File: src/rtl/event_tx_fifo_pkg.sv
// Shared types for the event transmit path: the packed spike event, the
// output handshake states and the malformed-event test.
package event_tx_fifo_pkg;

  localparam int unsigned IN_CHANNELS = 2;
  localparam int unsigned COORD_BITS  = 8;
  localparam int unsigned TS_BITS     = 8;
  localparam int unsigned EVENT_W     = TS_BITS + 2*COORD_BITS + IN_CHANNELS;

  typedef struct packed {
    logic [TS_BITS-1:0]     timestep;
    logic [COORD_BITS-1:0]  x;
    logic [COORD_BITS-1:0]  y;
    logic [IN_CHANNELS-1:0] spikes;
  } event_t;

  typedef enum logic [1:0] {
    IDLE,
    PRESENT,
    WAIT_RELEASE
  } tx_state_t;

  // An event is unusable downstream if it lies outside the image or carries no spikes.
  function automatic logic event_malformed(event_t ev, int unsigned width, int unsigned height);
    return (32'(ev.x) >= width) || (32'(ev.y) >= height) || (ev.spikes == '0);
  endfunction

endpackage

File: src/rtl/event_sync_fifo.sv
// Synchronous event FIFO: storage, wrap-bit pointers and occupancy.
// Pushes while full and pops while empty are ignored.
module event_sync_fifo
  import event_tx_fifo_pkg::*;
#(
  parameter int unsigned DEPTH = 16
) (
  input  logic                   clk,
  input  logic                   rst,
  input  logic                   push,
  input  logic                   pop,
  input  event_t                 wdata,
  output event_t                 rdata,
  output logic                   full,
  output logic                   empty,
  output logic [$clog2(DEPTH):0] level
);

  localparam int unsigned AW = $clog2(DEPTH);

  logic [AW:0] wr_ptr;
  logic [AW:0] rd_ptr;
  event_t      mem [DEPTH];
  logic        do_push;
  logic        do_pop;

  assign full    = (wr_ptr[AW-1:0] == rd_ptr[AW-1:0]) && (wr_ptr[AW] != rd_ptr[AW]);
  assign empty   = (wr_ptr == rd_ptr);
  assign level   = wr_ptr - rd_ptr;
  assign do_push = push && !full;
  assign do_pop  = pop && !empty;
  assign rdata   = mem[rd_ptr[AW-1:0]];

  // Pointer update; the extra MSB distinguishes full from empty.
  always_ff @(posedge clk) begin
    if (rst) begin
      wr_ptr <= '0;
      rd_ptr <= '0;
    end else begin
      if (do_push) wr_ptr <= wr_ptr + 1'b1;
      if (do_pop)  rd_ptr <= rd_ptr + 1'b1;
    end
  end

  // Storage write; contents need no reset since pointers gate visibility.
  always_ff @(posedge clk) begin
    if (do_push) mem[wr_ptr[AW-1:0]] <= wdata;
  end

endmodule

File: src/rtl/event_tx_fifo.sv
// Transmit end of the event_valid/event_ack protocol. Filters malformed
// events, queues the rest and presents them one at a time on a held-stable
// output register. Defining EVENT_TX_DROP_CNT_EN adds a saturating
// drop_count port counting filtered events.
module event_tx_fifo
  import event_tx_fifo_pkg::*;
#(
  parameter int unsigned IMG_WIDTH     = 8,
  parameter int unsigned IMG_HEIGHT    = 8,
`ifdef EVENT_TX_DROP_CNT_EN
  parameter int unsigned DROP_CNT_BITS = 16,
`endif
  parameter int unsigned FIFO_DEPTH    = 16
) (
  input  logic                        clk,
  input  logic                        rst,
  input  logic                        in_valid,
  output logic                        in_ready,
  input  event_t                      in_event,
  output event_t                      event_out,
  output logic                        event_valid,
  input  logic                        event_ack,
  output logic [$clog2(FIFO_DEPTH):0] fifo_level,
`ifdef EVENT_TX_DROP_CNT_EN
  output logic [DROP_CNT_BITS-1:0]    drop_count,
`endif
  output logic                        busy
);

  tx_state_t state;
  tx_state_t state_next;
  event_t    head;
  logic      full;
  logic      empty;
  logic      accept;
  logic      malformed;
  logic      push;
  logic      pop;
  logic      load_out;
  logic      clear_valid;

  assign in_ready  = !full && !rst;
  assign accept    = in_valid && in_ready;
  assign malformed = event_malformed(in_event, IMG_WIDTH, IMG_HEIGHT);
  assign push      = accept && !malformed;
  assign busy      = !empty || (state != IDLE);

  event_sync_fifo #(
    .DEPTH (FIFO_DEPTH)
  ) u_fifo (
    .clk   (clk),
    .rst   (rst),
    .push  (push),
    .pop   (pop),
    .wdata (in_event),
    .rdata (head),
    .full  (full),
    .empty (empty),
    .level (fifo_level)
  );

  // Output state register.
  always_ff @(posedge clk) begin
    if (rst) state <= IDLE;
    else     state <= state_next;
  end

  // Next-state and handshake strobes; a held ack releases only one event.
  always_comb begin
    state_next  = state;
    pop         = 1'b0;
    load_out    = 1'b0;
    clear_valid = 1'b0;
    unique case (state)
      IDLE: begin
        if (!empty) begin
          pop        = 1'b1;
          load_out   = 1'b1;
          state_next = PRESENT;
        end
      end
      PRESENT: begin
        if (event_ack) begin
          clear_valid = 1'b1;
          state_next  = WAIT_RELEASE;
        end
      end
      WAIT_RELEASE: begin
        if (!event_ack) state_next = IDLE;
      end
      default: state_next = IDLE;
    endcase
  end

  // Presented event register; only loaded from IDLE, so stable while valid.
  always_ff @(posedge clk) begin
    if (rst) begin
      event_out   <= '0;
      event_valid <= 1'b0;
    end else if (load_out) begin
      event_out   <= head;
      event_valid <= 1'b1;
    end else if (clear_valid) begin
      event_valid <= 1'b0;
    end
  end

`ifdef EVENT_TX_DROP_CNT_EN
  // Saturating count of accepted-but-filtered events.
  always_ff @(posedge clk) begin
    if (rst) begin
      drop_count <= '0;
    end else if (accept && malformed && (drop_count != '1)) begin
      drop_count <= drop_count + 1'b1;
    end
  end
`endif

endmodule
File: config.mk
export PLATFORM = sky130hd
export DESIGN_NAME = event_tx_fifo
export DESIGN_NICKNAME = d
export VERILOG_FILES = /design/src/rtl/event_tx_fifo_pkg.sv /design/src/rtl/event_sync_fifo.sv /design/src/rtl/event_tx_fifo.sv
export SDC_FILE = /design/constraint.sdc
export NUM_CORES = 1
export LEC_CHECK = 0
export CAP_MARGIN = 25
export CORE_UTILIZATION = 60
export CTS_CLUSTER_DIAMETER = 60
export DETAILED_ROUTE_END_ITERATION = 12
export MAX_ROUTING_LAYER = met4
export PLACE_DENSITY = 0.78
export SLEW_MARGIN = 10
export SYNTH_ARGS = -nofsm -noshare
export SYNTH_HDL_FRONTEND = slang
export SYNTH_SLANG_ARGS = --single-unit
export TNS_END_PERCENT = 100
File: constraint.sdc
create_clock -name clk -period 9.9 [get_ports clk]
set_clock_uncertainty 0.15 [all_clocks]
set_input_delay 0.99 -clock clk [delete_from_list [all_inputs] [get_ports clk]]
set_output_delay 0.99 -clock clk [all_outputs]
set_load 0.01 [all_outputs]
# After elaboration in Yosys (flattened, before gate mapping)
# Memory sizes are Yosys's and may differ from the RTL's. A register that Yosys moved wholly into a read port is not among the register bits.
# Cells that the tools add are included.
# W data, S select, Z words.
# classes
eq_ne,8
n_reduce_logical,18
add_sub_neg,3
muxes,12
order_cmp,2
# ops
op,n
$ge A8 B4 Y1 const B,2
$add A5 B1 Y5 const B,2
$mux W1,8
$logic_and A1 B1 Y1,6
$mux W2,3
$ne A2 B2 Y1 const B,3
$pmux W2 S3,1
$eq A5 B5 Y1,1
$sub A5 B5 Y5,1
$eq A4 B4 Y1,1
$logic_not A1 Y1,4
$logic_not A2 Y1,2
$reduce_bool A2 Y1,2
$logic_or A1 B1 Y1,3
$reduce_and A3 Y1,1
$eq A2 B1 Y1 const B,1
$eq A2 B2 Y1 const B,1
$ne A1 B1 Y1,1
# word_totals
out_inout_bits,34
memories,1
regBits,13
elab_cells,48
input_bits,30
mem_bits_rw,416
# mem_list
name,words,word_bits,rd,rd_ports_with_merged_regs,write_ports,line,text
u_fifo.mem,16,26,1,1,1,event_sync_fifo.sv:23,event_t mem [DEPTH];

# Logic depth before layout (Yosys ltp)
# Gate-level depths: netlist of run 1.
# logic_depth
depth_word,9
mapped_depth,11
depth_no_buf,7

# Hierarchy
# A second synthesis of run 1 with hierarchy kept.
# hier_totals
hier_cells,878
area_unflattened_um2,17563.1
# modules_own_cells
mod,cells_per_inst,area_each_um2,instances,seq_area_each_um2
event_sync_fifo,743,16417.0,1,12772.2
event_tx_fifo,135,1146.1,1,580.6

# Worst setup path before layout of run 1
# No wires, ideal clock.
# synth_timing
path_type,flip-flop to flip-flop
start,register u_fifo.rd_ptr[1]
end,"memory u_fifo.mem[3][0] in the netlist's numbering, enable pin"
setup_slack_ns,5.365
stages_incl_launch_ff,11
synth_period_minus_slack_ns,4.535
arrival_ns,3.943
path_cell_list,dfxtp_1 > buf_6 > buf_8 > buf_4 > inv_1 > ha_1 > and4_4 > a21o_1 > buf_6 > or2_2 > nor3_1
# synth_between
elab_chain_len,9
# synth_lines
item,line,text
from (decl),event_sync_fifo.sv:22,logic [AW:0] rd_ptr;
from (signal assigned),event_sync_fifo.sv:41,if (do_pop) rd_ptr <= rd_ptr + 1'b1;
$eq A4 B4 Y1 (*),event_sync_fifo.sv:27,assign full = (wr_ptr[AW-1:0] == rd_ptr[AW-1:0]) && (wr_ptr[AW] != rd_ptr[AW]);
$logic_and A1 B1 Y1 (*),event_sync_fifo.sv:27,
$logic_not A1 Y1 (*),"event_sync_fifo.sv:30, event_tx_fifo.sv:42",
$logic_and A1 B1 Y1,event_tx_fifo.sv:42,assign in_ready = !full && !rst;
$logic_and A1 B1 Y1,event_tx_fifo.sv:43,assign accept = in_valid && in_ready;
$logic_and A1 B1 Y1,event_tx_fifo.sv:45,assign push = accept && !malformed;
$logic_and A1 B1 Y1 (*),event_sync_fifo.sv:30,assign do_push = push && !full;
$mux W1 (*),event_sync_fifo.sv:47,if (do_push) mem[wr_ptr[AW-1:0]] <= wdata;
$mux W1 (not written as such) (*),event_sync_fifo.sv:47,
to (decl),event_sync_fifo.sv:23,
# Every way passes the cells marked *; elsewhere a longest branch is shown, timed or not.

# Final worst setup path of run 1
# layout_timing
start,input port in_event[6] in the netlist's numbering
end,"memory u_fifo.mem[12][19] in the netlist's numbering, enable pin"
# layout_between
elab_chain_len,8
# layout_lines
item,line,text
from (decl),event_tx_fifo.sv:19,"input event_t in_event,"
$ge A8 B4 Y1,event_tx_fifo_pkg.sv:25,return (32'(ev.x) >= width) || (32'(ev.y) >= height) || (ev.spikes == '0);
$logic_or A1 B1 Y1 (2 in a row),event_tx_fifo_pkg.sv:25,
$logic_not A1 Y1,event_tx_fifo.sv:45,
$logic_and A1 B1 Y1,event_tx_fifo.sv:45,
$logic_and A1 B1 Y1,event_sync_fifo.sv:30,
$mux W1,event_sync_fifo.sv:47,
$mux W1 (not written as such),event_sync_fifo.sv:47,
# No other way between the ends.

==> metrics, run 1 <==
Final min period=4.36 ns; crit path launch type=input port; Worst-Skew Late Latency=0.55 ns; Post-Route WL=38.4 mm; P_leak=6.07 nW; number of setup buffers added after CTS=0; crit-path max FO=17; final setup vio count=0; largest net degree at the start of global routing=58; GR Util met2=43.7%; drt pass-1 iters=5; layer with the highest usage=met2; net count reported at finish=1107; Max IR drop VDD=0.166 mV; Synth area leader=edfxtp_1; die height=173 um; Hold Path Cell Cnt=2; first-pass GRT wire length=56.8 mm; share of the synthesized area in the top cell type=70.9%; vias in the first global route=9529; CTS resizes=0; clock buffer depth=3; outcome=finished, final reports clean; TritonCTS clock tree=yes; initial antenna violation count=0; Die Wd=173 um; total track usage=26.4%; DPL Wire Length=21.6 mm; io pins=64; vias after detailed routing=9517; final hold vios=0; clk sinks=455; Hold Path Class=reg2reg; # port buffers=63; crit path DAT=4.42 ns; crit path capture type=register; Synth async-reset ratio=0%; crit path kind=in2reg; Initial DRC Count=1022; Final Cycle Share=44.0%; antenna-violating nets left=0; max-slew violations=0; starting density of the core=61.2%; RSZ-0062 raised after global routing=false; met1 usage=33.6%; H-tree levels=2; antenna cells=0; Cells after Synth=987; area delta synth->final=14.2%; xor and xnor area share after synthesis=0.398%; top_reg_cell synth=edfxtp_1; R2R setup slack=5.82 ns; Synth area leaders=edfxtp_1 71%, mux2i_1 8.9%, dfxtp_1 4.4%; pwr dens=202 nW/um^2; total negative slack=0 ns; # DRC=0; adder-cell share of the synthesized area=0.753%; post-synthesis sequential area ratio=75.3%; Mapped Nets=1027; Synth warnings=0; M3 GR Usage=4.65%; Fillers=1751; Compound-Gate Fraction of Synth Area=6.08%; max-cap viol count=0; synthesized area=17600 um^2; largest family of logic cells by synthesized area=multiplexers; cts hold-fix bufs=0; synth unique cells=47; vias per cell=6.41; full die area=30100 um^2; std cell rows=62; simple-gate share of the synthesized area=3.10%; total CTS buffers=44; Worst-Margin Slew=1.02 ns; r2r worst-path depth=7; Post-Syn Area per Cell=17.9 um^2; GR Overflow Total=0; slew margin rel.=31.8%; share of layout cells above drive strength 1=11.8%; Placer Congestion=0.772; post-synthesis mux area share=12.2%; WP data required=9.96 ns; per-cell routed wire length=25.9 um; f_max=229 MHz; flops & latches, synth=455; clock tree root driver cell=clkbuf_16; core box area=28800 um^2; EDFF count, synth=416; clock-pin slew on the worst setup and hold paths=0.06 ns; final hold slack=0.345 ns
## metal layers
layer	up-vias	wire length [um]
li1	4148	-
met1	4858	15000
met2	436	19600
met3	75	2790
met4	0	1060
met5	-	0
## cells by family (layout without fill, tap and decap cells)
kind of cell	Yosys count	count (layout)
flip-flops	455	455
multiplexers	183	183
AND/OR/NAND/NOR	105	105
AO/OA/AOI/OAI	158	158
buffers and inverters	68	182
adder cells (fa/ha/maj)	10	10
XOR/XNOR	8	8
## cell type report
cell class / instances / area, um^2 / share of cell area [%]
sequential: 455 / 13300 / 66.0
multi-input combinational: 464 / 4040 / 20.1
clock buffer: 56 / 1180 / 5.85
timing repair buffer: 90 / 888 / 4.42
tap: 384 / 480 / 2.39
clock inverter: 24 / 203 / 1.01
inverter: 12 / 45.0 / 0.224
## worst max-delay path, stage by stage
cell	delay [ns]
clkdlybuf4s50_1	0.70
nor3_1	0.61
o2111ai_1	0.32
nor2_1	0.57
and3_1	0.82
buf_4	0.39
## worst paths after layout
kind	start	end
hold reg to reg	event_out[14]$_SDFFE_PP0P_	event_out[14]$_SDFFE_PP0P_
setup / recovery	in_event[6]	u_fifo.mem[12][19]$_DFFE_PP_
setup reg to reg	u_fifo.rd_ptr[1]$_SDFFE_PP0P_	u_fifo.mem[12][19]$_DFFE_PP_
hold / removal	event_out[14]$_SDFFE_PP0P_	event_out[14]$_SDFFE_PP0P_
## metrics by stage
stage          total power, mW  setup slack (ns)  cell area [um^2]  instances  utilization, %
2_1_floorplan             2.34              5.36             17600        987               -
3_3_place_gp              2.49              5.18             18700       1402            64.8
3_5_place_dp              2.49              5.00             18700       1402            64.8
4_1_cts                   4.08              5.59             20000       1482            69.6
5_1_grt                   4.18              5.30             20100       1485            69.9
6_report                  4.07              5.54             20100       1485            69.9
## state kept, by name, indices dropped and copies added, names as in the netlist
name           count
event_out         26
event_valid        1
state              2
u_fifo.mem       416
u_fifo.rd_ptr      5
u_fifo.wr_ptr      5
## placed cells by master (no fill, tap or decap), types with 3 or more instances in the layout
cell type	Yosys	layout
bufinv_16	0	4
buf_16	0	3
a211oi_2	4	4
clkinv_2	0	3
dfxtp_4	0	3
o21ai_0	25	25
dfxtp_1	39	36
nor2_1	34	32
o22ai_1	52	52
ha_1	9	9
clkinv_1	0	16
clkbuf_1	20	10
a21oi_1	11	11
nand2_1	3	3
a211oi_1	22	22
mux4_2	26	26
and3_1	12	10
o21ai_1	6	5
a21o_1	4	4
inv_1	12	12
clkdlybuf4s50_1	0	62
nor3_1	30	29
a221oi_1	26	26
or3_1	3	3
xnor2_1	6	6
nand3_1	4	4
buf_4	10	24
edfxtp_1	416	416
mux2i_1	156	156
clkbuf_16	0	45
## synthesized netlist by cell type (all sizes together) (12+ instances only)
cell type	count
edfxtp	416
mux2i	156
o22ai	52
dfxtp	39
buf	35
nor2	34
o21ai	31
nor3	30
a211oi	26
a221oi	26
mux4	26
clkbuf	21
and3	12
inv	12
## report_power, final
| part | switching, mW | leakage (nW) | internal (mW) |
|---|---|---|---|
| combinational | 0.174 | 1.35 | 0.139 |
| sequential | 0.0267 | 4.05 | 2.12 |
| clock | 0.672 | 0.667 | 0.941 |
Note: power is estimated with default switching activity, not from simulation.
==> inputs of run 2 (changes only) <==
==> constraint.sdc (replaced) <==
create_clock -name clk -period 4.5 [get_ports clk]
set_clock_uncertainty 0.15 [all_clocks]
set_input_delay 0.45 -clock clk [delete_from_list [all_inputs] [get_ports clk]]
set_output_delay 0.45 -clock clk [all_outputs]
set_load 0.01 [all_outputs]
==> metrics, run 2 (synthesized netlist as in run 1, its figures left out) <==
outcome=finished, final reports clean; Fillers=1733; antenna-violating nets left=0; final hold vios=0; share of layout cells above drive strength 1=15.0%; first-pass GRT wire length=59.5 mm; total CTS buffers=45; pwr dens=447 nW/um^2; Comb pwr share=7.6%; crit path launch type=register; clock buffer depth=3; met3 wire len=3.55 mm; DPL Wire Length=23.1 mm; starting density of the core=61.2%; Placed Instances=1431; utilization after layout=70.9%; RSZ-0062 raised after global routing=false; crit path DAT=3.86 ns; Final Cycle Share=84.0%; Clock Power Share=40.7%; Psw=1.95 mW; GR Overflow Total=0; die height=173 um; initial antenna violation count=0; clock-pin slew on the worst setup and hold paths=0.06 ns; Cell Count, Final, Fillers Out=1512; max-cap viol count=0; Int Pwr=7.18 mW; final setup vio count=0; r2r worst-path depth=7; std cell rows=62; Worst-Margin Slew=1.06 ns; total negative slack=0 ns; io pins=64; H-tree levels=2; sequential share of power=51.7%; metal1 wirelength=15.4 mm; Max IR drop VDD=0.374 mV; vias per cell=6.37; Worst-Skew Late Latency=0.54 ns; reg2reg end=u_fifo.mem[2][7]$_DFFE_PP_; crit path kind=reg2reg; worst reg2reg path startpoint=u_fifo.rd_ptr[2]$_SDFFE_PP0P_; hold_sp=rst; Post-Route WL=40.0 mm; core box area=28800 um^2; area delta synth->final=15.8%; Highest Signal Layer=met4; Initial DRC Count=1026; # DRC=0; # port buffers=63; Setup WS pre-CTS=0.396 ns; largest net degree at the start of global routing=55; clock tree root driver cell=clkbuf_16; slew margin rel.=29.5%; total chip power=9.13 mW; antenna cells=0; crit path capture type=register; net count reported at finish=1135; TritonCTS clock tree=yes; drt pass-1 iters=5; number of setup buffers added after CTS=0; Hold Path Cell Cnt=2; max-slew violations=0; Hold Path Class=in2reg; vias after detailed routing=9629; crit-path max FO=32; CTS resizes=0; Die Wd=173 um; Final min period=3.78 ns; full die area=30100 um^2; P_leak=6.26 nW; most common cell after layout, fill and taps aside=edfxtp_1; Worst Hold End=event_out[14]$_SDFFE_PP0P_; cts hold-fix bufs=0; R2R setup slack=0.72 ns; max reg flops=416; total track usage=27.9%; clk sinks=455; Placer Congestion=0.830; Sw Ratio=21.3%; Reg area=13300 um^2; vias in the first global route=9574; f_max=264 MHz; WP data required=4.57 ns; final worst slack=0.718 ns; area of the multi-input gates=4040 um^2; met2 wire length=19.9 mm; per-cell routed wire length=26.5 um; commonest non-fill, non-tap cells in the layout=416 x edfxtp_1, 156 x mux2i_1, 62 x clkdlybuf4s50_1
[run 2: cell count changes in the layout (fill, tap and decap cells not counted), sizes merged]
cell	previous run	this run
buf	28	55
bufinv	4	6
clkinv	19	17
clkinvlp	1	0
inv	12	13
[run 2: worst max-delay path by stage]
stage                                  startpoint                           to
floorplan           u_fifo.rd_ptr[1]$_SDFFE_PP0P_  u_fifo.mem[11][0]$_DFFE_PP_
global placement                      in_event[5]   u_fifo.mem[2][5]$_DFFE_PP_
detailed placement                    in_event[5]   u_fifo.mem[2][5]$_DFFE_PP_
CTS                 u_fifo.rd_ptr[2]$_SDFFE_PP0P_   u_fifo.mem[2][6]$_DFFE_PP_
global route        u_fifo.rd_ptr[2]$_SDFFE_PP0P_   u_fifo.mem[2][6]$_DFFE_PP_
finish              u_fifo.rd_ptr[2]$_SDFFE_PP0P_   u_fifo.mem[2][7]$_DFFE_PP_
[run 2: worst max-delay path, cell delays in order, from the launching register on]
cell	delay (ns)
dfxtp_4	0.71
inv_1	0.17
ha_1	0.41
and4_4	0.25
a21o_1	0.28
nor2_1	0.59
and3_1	0.60
buf_4	0.30
[run 2: area by class of cell]
cell class	count	area share, %
clock buffers	56	5.82
multi-input cells	464	19.8
flip-flops and latches	455	65.1
inverters	12	0.221
well taps	384	2.35
repair buffers	117	5.42
clock inverters	24	1.35
[run 2: power groups by stage]
| stage | clock network (mW) | registers [mW] | logic (mW) |
|---|---|---|---|
| floorplan | 0 | 4.80 | 0.346 |
| global placement | 0 | 4.81 | 0.674 |
| detailed placement | 0 | 4.81 | 0.689 |
| CTS | 3.75 | 4.72 | 0.697 |
| global route | 3.91 | 4.73 | 0.741 |
| finish | 3.71 | 4.72 | 0.694 |
[run 2: per-layer routing]
| metal | vias up | track usage (%) |
|---|---|---|
| li1 | 4201 | - |
| met1 | 4821 | 36.3 |
| met2 | 524 | 44.8 |
| met3 | 83 | 5.04 |
| met4 | 0 | 9.29 |
| met5 | - | - |
[run 2: stage by stage]
step / instance area [um^2] / hold slack (ns)
finish: 20400 / 0.0900
CTS: 20400 / 0.353
floorplan: 17600 / 0.336
global route: 20400 / 0.105
global placement: 18900 / 0.338
detailed placement: 18900 / 0.344
